## src/rtl/sram_req_ctrl.sv

```systemverilog
// ---------------------------------------------------------------------------
// sram_req_ctrl
//
// Valid/ready request front-end for a single-port SRAM with a 1-cycle
// registered read port. Requests drive the SRAM pins combinationally in the
// accept cycle. Read data is captured the following cycle into a small
// in-order response FIFO so the consumer may stall without losing data.
// Read responses are credit-limited: a request is only accepted while
// (buffered responses + access in flight) < RSP_DEPTH, so the FIFO can never
// overflow.
//
// Optional feature macro: SRAM_CTRL_WR_ACK_EN
//   When defined, writes also take a credit and return a response whose
//   data is zero, keeping strict one-response-per-request ordering.
//
// Ports:
//   clk        in   single clock, all state updates on posedge
//   rst        in   synchronous active-high reset
//   req_valid  in   request present
//   req_ready  out  controller can accept a request this cycle
//   req_we     in   1 = write, 0 = read
//   req_addr   in   word address
//   req_wdata  in   write data
//   rsp_valid  out  response FIFO head valid
//   rsp_ready  in   consumer takes the head
//   rsp_rdata  out  response data (zero while no response is held)
//   sram_cs    out  SRAM chip select
//   sram_we    out  SRAM write enable
//   sram_ad    out  SRAM address
//   sram_din   out  SRAM write data
//   sram_dout  in   SRAM read data (valid the cycle after a read)
// ---------------------------------------------------------------------------
module sram_req_ctrl #(
    parameter int DEPTH     = 8,
    parameter int WIDTH     = 32,
    parameter int DEPTH_LOG = $clog2(DEPTH),
    parameter int RSP_DEPTH = 4
) (
    input  logic                 clk,
    input  logic                 rst,
    input  logic                 req_valid,
    output logic                 req_ready,
    input  logic                 req_we,
    input  logic [DEPTH_LOG-1:0] req_addr,
    input  logic [WIDTH-1:0]     req_wdata,
    output logic                 rsp_valid,
    input  logic                 rsp_ready,
    output logic [WIDTH-1:0]     rsp_rdata,
    output logic                 sram_cs,
    output logic                 sram_we,
    output logic [DEPTH_LOG-1:0] sram_ad,
    output logic [WIDTH-1:0]     sram_din,
    input  logic [WIDTH-1:0]     sram_dout
);

    localparam int CNT_W = $clog2(RSP_DEPTH + 1);
    localparam int PTR_W = (RSP_DEPTH > 2) ? $clog2(RSP_DEPTH) : 1;

    localparam logic [CNT_W:0]   CREDITS  = (CNT_W + 1)'(RSP_DEPTH);
    localparam logic [PTR_W-1:0] LAST_PTR = PTR_W'(RSP_DEPTH - 1);

    logic [CNT_W-1:0] r_count;
    logic [PTR_W-1:0] r_head;
    logic [PTR_W-1:0] r_tail;
    logic             r_inflight;
    logic [WIDTH-1:0] r_fifo [RSP_DEPTH];

    logic             w_accept;
    logic             w_issue;
    logic             w_push;
    logic             w_pop;
    logic [WIDTH-1:0] w_pushData;
    logic [CNT_W:0]   w_used;

    // Pointer advance with explicit wrap, since RSP_DEPTH need not be a
    // power of two.
    function automatic logic [PTR_W-1:0] nextPtr(input logic [PTR_W-1:0] p);
        return (p == LAST_PTR) ? '0 : p + 1'b1;
    endfunction

    // Credits: every access that will produce a response occupies a slot
    // from acceptance until it is popped. Only registers feed this (plus the
    // reset gate), so there is no combinational path from rsp_ready or
    // req_valid into req_ready.
    assign w_used    = {1'b0, r_count} + {{CNT_W{1'b0}}, r_inflight};
    assign req_ready = ~rst & (w_used < CREDITS);
    assign w_accept  = req_valid & req_ready;

    // SRAM pins follow the request directly; the SRAM itself registers the
    // access at the accept edge, so no extra issue cycle is needed.
    assign sram_cs  = w_accept;
    assign sram_we  = w_accept & req_we;
    assign sram_ad  = req_addr;
    assign sram_din = req_wdata;

`ifdef SRAM_CTRL_WR_ACK_EN
    logic r_inflightWr;

    // Writes are acknowledged too: they occupy a credit and push a zero
    // response through the same pipeline slot as a read.
    assign w_issue    = w_accept;
    assign w_pushData = r_inflightWr ? '0 : sram_dout;

    // Remembers whether the in-flight access was a write, so the push
    // stage knows to ignore the (stale) SRAM output.
    always_ff @(posedge clk) begin
        if (rst) begin
            r_inflightWr <= 1'b0;
        end else begin
            r_inflightWr <= w_accept & req_we;
        end
    end
`else
    // Only reads produce responses; writes complete silently in the SRAM.
    assign w_issue    = w_accept & ~req_we;
    assign w_pushData = sram_dout;
`endif

    // sram_dout is only meaningful the cycle after a read accept, which is
    // exactly when r_inflight is set.
    assign w_push    = r_inflight;
    assign rsp_valid = (r_count != '0);
    assign w_pop     = rsp_valid & rsp_ready;

    // Head data is gated so the output reads zero whenever nothing is held,
    // including right after reset when the storage is not cleared.
    assign rsp_rdata = rsp_valid ? r_fifo[r_head] : '0;

    // Control state: in-flight flag, occupancy and pointers. Reset discards
    // any in-flight read and every buffered response.
    always_ff @(posedge clk) begin
        if (rst) begin
            r_inflight <= 1'b0;
            r_count    <= '0;
            r_head     <= '0;
            r_tail     <= '0;
        end else begin
            r_inflight <= w_issue;
            if (w_push) begin
                r_tail <= nextPtr(r_tail);
            end
            if (w_pop) begin
                r_head <= nextPtr(r_head);
            end
            case ({w_push, w_pop})
                2'b10:   r_count <= r_count + 1'b1;
                2'b01:   r_count <= r_count - 1'b1;
                default: r_count <= r_count;
            endcase
        end
    end

    // Response storage is left unreset; the count alone decides what is
    // valid, which lets this map onto plain register-file storage.
    always_ff @(posedge clk) begin
        if (w_push) begin
            r_fifo[r_tail] <= w_pushData;
        end
    end

endmodule
```

## config.mk

```make
export PLATFORM = sky130hd
export DESIGN_NAME = sram_req_ctrl
export DESIGN_NICKNAME = d
export VERILOG_FILES = /design/src/rtl/sram_req_ctrl.sv
export SDC_FILE = /design/constraint.sdc
export NUM_CORES = 1
export LEC_CHECK = 0
export ABC_AREA = 1
export BUFFER_PORTS_ARGS = -buffer_cell sky130_fd_sc_hd__buf_2
export CORE_MARGIN = 5
export CORE_UTILIZATION = 55
export DETAILED_ROUTE_END_ITERATION = 12
export GPL_ROUTABILITY_DRIVEN = 0
export GPL_TIMING_DRIVEN = 0
export PLACE_DENSITY_LB_ADDON = 0.15
export SLEW_MARGIN = 20
export SYNTH_ARGS = -nofsm -noshare
export SYNTH_HDL_FRONTEND = slang
export SYNTH_SLANG_ARGS = --single-unit
```

## constraint.sdc

```tcl
create_clock -name clk -period 5.1 [get_ports clk]
set_input_delay 1.53 -clock clk [delete_from_list [all_inputs] [get_ports clk]]
set_output_delay 1.53 -clock clk [all_outputs]
set_load 0.01 [all_outputs]
```

# Word level (Yosys, flattened, before mapping)
# Memories as Yosys holds them, arrays and structs flattened. A register that Yosys moved wholly into a read port is not among the register bits.
# Cells that the tools add are included.
dict set report totals {
  reg_bits 8
  elab_cells 32
  n_memories 1
  inputBits 72
  ramBits 128
}
dict set report op_classes {
  reduce_logical 2
  n_eq_ne 4
  n_lt_le_gt_ge 1
  mux 8
  addsub 5
  bitwise_logic 7
}
# name words width read_ports rd_ports_with_merged_regs wr line_no
set memory_table {}
lappend memory_table {r_fifo 4 32 1 1 1 66} ;# logic [WIDTH-1:0] r_fifo [RSP_DEPTH];
# cell n
set ops {}
lappend ops {{two-way mux 32 bit} 1}
lappend ops {{two-way mux 2 bit} 4}
lappend ops {{== test 2 bit, second input constant} 3}
lappend ops {{one-hot mux 3 bit (2 select lines)} 1}
lappend ops {{AND 1 bit} 5}
lappend ops {{adder 2 x 1 -> 2 bit, second input constant} 2}
lappend ops {{adder 3 x 1 -> 4 bit} 1}
lappend ops {{< comparator 4 x 3 -> 1 bit, second input constant} 1}
lappend ops {{adder 3 x 1 -> 3 bit, second input constant} 1}
lappend ops {{nonzero test 3 bit} 1}
lappend ops {{subtractor 3 x 1 -> 3 bit, second input constant} 1}
lappend ops {{== test 2 x 1 -> 1 bit, second input constant} 1}
lappend ops {{two-way mux 1 bit} 2}
lappend ops {{NOT 1 bit} 2}
lappend ops {{nonzero test 2 bit} 1}

# Logic depth before layout (Yosys ltp)
# Gate-level depths: netlist (run 1).
dict set report depth {
  ltp_word 5
  depth_mapped 13
  mapped_depth_nobuf 13
}

# Worst setup path after synthesis (run 1)
# OpenSTA, ideal clock, no wires.
dict set report synth_path {
  path_type {input-to-output}
  startpoint {input port rst}
  endpoint {output port sram_we}
  path_buffers 0
  t_arrival_ns 2.083
  stages 5
  path_slack_ns 1.487
  cell_sequence {inv_1 -> nand3_1 -> inv_1 -> nand2_1 -> nor2_1}
}
dict set report synth_via {
  elab_chain_cells 4
}
# item line_no
set synth_rtl {}
lappend synth_rtl {{start, declared} 40} ;# input logic rst,
lappend synth_rtl {{NOT 1 bit} 86} ;# assign req_ready = ~rst & (w_used < CREDITS);
lappend synth_rtl {{AND 1 bit} 86}
lappend synth_rtl {{via req_ready} 42} ;# output logic req_ready,
lappend synth_rtl {{AND 1 bit} 87} ;# assign w_accept = req_valid & req_ready;
lappend synth_rtl {{AND 1 bit} 92} ;# assign sram_we = w_accept & req_we;
lappend synth_rtl {{end, declared} 50} ;# output logic sram_we,
# The timed path passes the listed nets, and every way through them passes these cells.

# Worst setup path in the final report (run 1)
dict set report layout_path {
  startpoint {input port rst}
  endpoint {output port sram_we}
}
dict set report layout_via {
  elab_chain_cells 4
}
# item line_no
set layout_rtl {}
lappend layout_rtl {{NOT 1 bit} 86}
lappend layout_rtl {{AND 1 bit} 86}
lappend layout_rtl {{AND 1 bit} 87}
lappend layout_rtl {{AND 1 bit} 92}
# Every way passes these cells.

==> results of run 1 <==
==> kinds of logic after synthesis <==
group,count (synthesis),synth area share (%)
simple gates,221,14.4
compound gates,72,6.18
flops,138,69.4
fa+ha+maj,7,1.63
buf+inv,79,8.39
==> stage by stage <==
step / hold slack, ns / std cells / util, % / instance area (um2)
global route: 0.569 / 792 / 69.2 / 7140
detailed placement: 0.523 / 764 / 64.2 / 6630
global placement: 0.508 / 760 / 63.3 / 6540
finish: 0.532 / 792 / 69.2 / 7140
CTS: 0.531 / 792 / 69.2 / 7140
floorplan: 0.483 / 517 / - / 5830
==> cell usage after synthesis, drive strengths merged <==
master    n
a21oi    37
buf      48
clkbuf    9
dfxtp    10
edfxtp  128
fa        1
ha        6
inv      22
nand2   142
nand3     3
nand3b    1
nor2     74
nor3      1
o21ai    35
==> state kept, by name, summed over array words and instances, names as in the netlist, named ones only <==
name        flops
r_inflight      1
r_fifo        128
r_count         3
r_head          2
r_tail          2
==> metal layers <==
metal  wire length, um  vias up
li1                  -     1958
met1              4820     1837
met2              6530      189
met3              1330       18
met4               162        0
met5                 0        -
==> area by class of cell <==
cell class | count | area, um2
clock buffers | 22 | 433
well taps | 136 | 170
flip-flops and latches | 138 | 4040
plain buffers | 57 | 407
inverters | 22 | 82.6
repair buffers | 111 | 631
clock inverters | 6 | 76.3
multi-input cells | 300 | 1300
fillers | 764 | 3180
==> power breakdown <==
group	leakage, nW	switching (mW)	total [mW]	internal (mW)
Combinational	1.54	0.657	1.01	0.354
Sequential	1.24	0.0186	1.30	1.28
Clock	0.247	0.402	1.08	0.677
==> path summary, 6_finish.rpt <==
path / startpoint / endpoint / slack [ns] / depth (start not counted)
setup / recovery: rst / sram_we / 1.31 / 7
hold / removal: r_head[1] / r_head[1] / 0.53 / 2
setup reg to reg: r_count[1] / r_count[2] / 3.35 / 13
hold reg to reg: r_head[1] / r_head[1] / 0.53 / 2
==> critical path: cells and delay by family <==
kind,cells,cell delay [ns]
simple gates,3,0.25
buf+inv,4,0.47
==> results.cfg, run 1 <==
[status]
status = complete, no violations

[synth]
synthDominantCellAreaShare_pct = 65.9
avgSynthCellArea_um2 = 11.3
syn_inst = 517
synth.cell_area_mm2 = 0.00583
synthTopCellsByArea = edfxtp_1, nand2_1, nor2_1, buf_4, dfxtp_1
ys_types = 20
synth_nets = 596
synth_seq_cells = 138
yosys_warnings = 0
ys_seq_area_share_pct = 69.4
synth_top_area_cell = edfxtp_1

[global_route]
overflow = 0
grt_max_degree = 28
antenna_found_initial = 0
grt_first_pass_wirelength_mm = 20.4
grt_use_met2_pct = 37.6
gr-usage-met1_pct = 23.3
grt_use_met3_pct = 6.68
grt_usage_pct = 20.9
grt_pass1_vias = 4124
busiest_layer = met2

[floorplan]
rows = 37
start_util_pct = 56.5
die_width_um = 113
io_pins = 143
die-area_mm2 = 0.0128
core_area_mm2 = 0.0103
die_height_um = 113

[finish]
layout_commonest_cell = nand2_1
nets = 726
diodes = 0
drive_gt1_share_pct = 28.5
final_cell_mix = nand2_1, edfxtp_1, buf_2, nor2_1, a21oi_1
syn_to_final_growth_pct = 22.5

[sta]
maxSlewHeadroom_pct = 62.0
clock_skew_ns = 0.00866
hold_viol = 0
layout_setup_ws_ns = 1.31
tightest_slew_ns = 0.570
grt_setup_unrepaired = false
finalSetupTns_ns = 0
fmax_mhz = 264
period_share_pct = 74.3
min_period_ns = 3.79
finalSetupViolCount = 0
drv_slew = 0

[clock_tree]
cts_setup_buffers = 0
cts_tree = yes
hold_buffers = 0
clk_pin_slew_ns = 0.05
numCtsBuffers = 17
cts.sinks = 138
root_buffer = clkbuf_8
ctsResizeCount = 0
cts_max_level = 4
cts.path.max_buffers = 2
insertion_delay_ns = 0.52

[setup_path]
path_cells = buf_2 > inv_1 > nand3_1 > inv_1 > nand2_1 > nor2_1 > buf_2
slowest_stage = inv_1
cp.arrival_ns = 2.26
cp.required_ns = 3.57
slowest_delay_ns = 0.17
crit_path_start_kind = input port
critical_path_class = in2out
worstSetupEndpointType = output pin
cp_max_fo = 7

[drt]
routed_wl_mm = 12.8
wl_per_cell_um = 16.2
vias_per_cell = 5.05
vias = 4002
firstDrtPassIters = 5
drc = 0
first_iter_violations = 186
antenna_left = 0

[pwr]
fin_total_pwr_mw = 3.39
p_leak_nw = 3.03
ir_worst_vdd_mv = 0.329
p_per_area_mw_per_mm2 = 474

[placed_design]
port_buffers = 107
dp_slack_ns = 1.30
dp_hpwl_mm = 8.25

[hold_path]
hold_path_class = reg2reg

[flow_run]
maxCapViolCount = 0
(Power assumes the default switching activity.)
==> inputs of run 2 (changes only) <==
- ABC_AREA: 1 -> 0
- CORE_UTILIZATION: 55 -> 53
- clock period: 5.1 -> 3.6 ns (I/O delays scaled with it)
==> run 2 against run 1 <==
Against the previous run:
- setup slack got worse by 0.91 ns
- first-iteration DRC count fell by 14%
- register-to-register slack worse by 1.8 ns
- synthesized cell count decreased by 44%
- critical path type is now reg2out
- via count down 27%
- synthesized area is 1.6% lower
- global-route usage decreased by 4.7 points
- total power increased by 35%
==> results.cfg, run 2 <==
[finish]
reg_top3 = r_fifo x128, r_count x3
layout.cells.non_filler = 574
syn_to_final_growth_pct = 23.9
final_cell_mix = edfxtp_1, buf_2, buf_4, mux4_2, nor2b_1
diodes = 0
drive_gt1_share_pct = 54.1
layout_commonest_cell = edfxtp_1
final_util_pct = 66.1
fill_cells = 770
regMostFlops = r_fifo
largest_reg_flops = 128
nets = 500

[clock_tree]
insertion_delay_ns = 0.50
cts_max_level = 4
ctsResizeCount = 0
numCtsBuffers = 17
cts.sinks = 138
root_buffer = clkbuf_8
cts_tree = yes
cts_setup_buffers = 0
hold_buffers = 0
cts.path.max_buffers = 2
clk_pin_slew_ns = 0.06

[synth]
synthTopCellsByArea = edfxtp_1, mux4_2, buf_4, dfxtp_1, nor2b_4
synth_top_area_cell = edfxtp_1
synth_seq_cells = 138
async_flop_share_pct = 0
synth_top_family_by_area = multiplexers
synthDominantCellAreaShare_pct = 67.0
yosys_warnings = 0
syn_inst = 292
synth-main-ff-cell = edfxtp_1
synth.cell_area_mm2 = 0.00574
avgSynthCellArea_um2 = 19.6
ys_types = 27
synthTopCellsByCount = edfxtp_1, buf_4, mux4_2
synth_edf_count = 128
synth_compound_area_share_pct = 0.916
synthAdderAreaFrac_pct = 1.66
ys_seq_area_share_pct = 70.5
yosysMostFrequentCell = edfxtp_1
synth_nets = 371
muxShareOfSynthArea_pct = 12.9
synthSimpleGateAreaFrac_pct = 6.78
synth_xor_area_share_pct = 0.305

[drt]
antenna_left = 0
drc = 0
routed_wl_mm = 10.2
wl_per_cell_um = 17.7
firstDrtPassIters = 4
vias_per_cell = 5.07
first_iter_violations = 160
vias = 2912

[sta]
drv_slew = 0
fmax_mhz = 313
clock_skew_ns = 0.00656
grt_setup_unrepaired = false
min_period_ns = 3.19
hold_viol = 0
tightest_slew_ns = 0.600
whs_ns = 0.545
finalSetupTns_ns = 0
finalSetupViolCount = 0
period_share_pct = 88.7
maxSlewHeadroom_pct = 60.0

[pwr]
p_leak_nw = 2.66
fin_total_pwr_mw = 4.56
ir_worst_vdd_mv = 0.421
p_per_area_mw_per_mm2 = 642

[setup_path]
cp.required_ns = 2.52
crit_path_start_kind = register
cp.arrival_ns = 2.11
cp_max_fo = 10
rr_startpoint = r_count[0]
rr_worst_depth = 8
critPathCapture = rsp_rdata[2]
worstSetupEndpointType = output pin
rrSetupSlack_ns = 1.58
critical_path_class = reg2out
crit_start = r_count[2]
rr_endpoint = r_count[2]

[floorplan]
rows = 38
die_height_um = 114
start_util_pct = 53.4
io_pins = 143
die_width_um = 114
die-area_mm2 = 0.0130
core_area_mm2 = 0.0107

[global_route]
grt_first_pass_wirelength_mm = 15.7
overflow = 0
grt_pass1_vias = 3038
antenna_found_initial = 1
grt_max_degree = 26
grt_usage_pct = 16.2

[placed_design]
dp_hpwl_mm = 6.77
port_buffers = 106
placedCellCount = 542

[flow_run]
maxCapViolCount = 0

[hold_path]
hold_path_class = reg2reg

[status]
status = complete, no violations
==> run 2: cell count changes in the layout (fill, tap and decap cells not counted), sizes merged, moves of 9 or more <==
cell and delta:
nor2 -68, o21ai -34, a21oi -33, mux4 +32, inv -9, clkbuf -11, nand2 -141, nor2b +33
==> run 2: through the flow <==
stage,instance area [um2],setup WS (ns)
final,7110,0.405
after global routing,7110,0.257
after CTS,7110,0.352
after detailed placement,6530,0.593
after global placement,6440,0.620
after floorplan,5740,0.661
==> run 2: worst min-delay path by stage <==
stage,start,end,cells past startpoint
floorplan,r_head[0],register,2
global placement,r_head[0],r_head[0],2
global route,r_head[0],r_head[0],2
finish,r_head[0],register,2
CTS,r_head[0],register,2
detailed placement,r_head[0],register,2
==> run 2: worst max-delay path, stage by stage (launching register included) <==
cell      delay, ns
dfxtp_1        0.38
nor3_4         0.40
clkbuf_1       0.52
nor2b_1        0.14
buf_2          0.17
==> run 2: where the power goes <==
part           leakage, nW  internal (mW)  switching, mW
clock network        0.279          0.999          0.664
logic                 1.14          0.527          0.546
registers             1.24           1.79         0.0335
==> run 2: cell families (layout without fill, tap and decap cells) <==
kind of cell / count (synthesis) / after routing
muxes: 34 / 34
DFF: 138 / 138
adders and majority gates: 7 / 7
xor gates and xnor gates: 2 / 2
and+or+nand+nor: 50 / 50
AOI/OAI and AO/OA: 7 / 7
buffers and inverters: 54 / 196
==> run 2: area by class of cell <==
type	instances	area [um2]	share of cell area (%)
clock buffer	17	414	5.83
sequential	138	4040	56.9
inverter	8	30.0	0.423
multi-input combinational	100	1300	18.3
tap	140	175	2.46
clock inverter	15	165	2.32
buffer	46	368	5.18
timing repair buffer	110	611	8.59
==> run 2: layer usage <==
| layer | track usage [%] | part of all wire [%] | vias to the layer above |
|---|---|---|---|
| met5 | 0 | 0.069 | - |
| li1 | - | - | 1350 |
| met4 | 4.51 | 0.69 | 2 |
| met1 | 19.4 | 39 | 1443 |
| met2 | 28.1 | 53 | 111 |
| met3 | 5.46 | 8.0 | 6 |
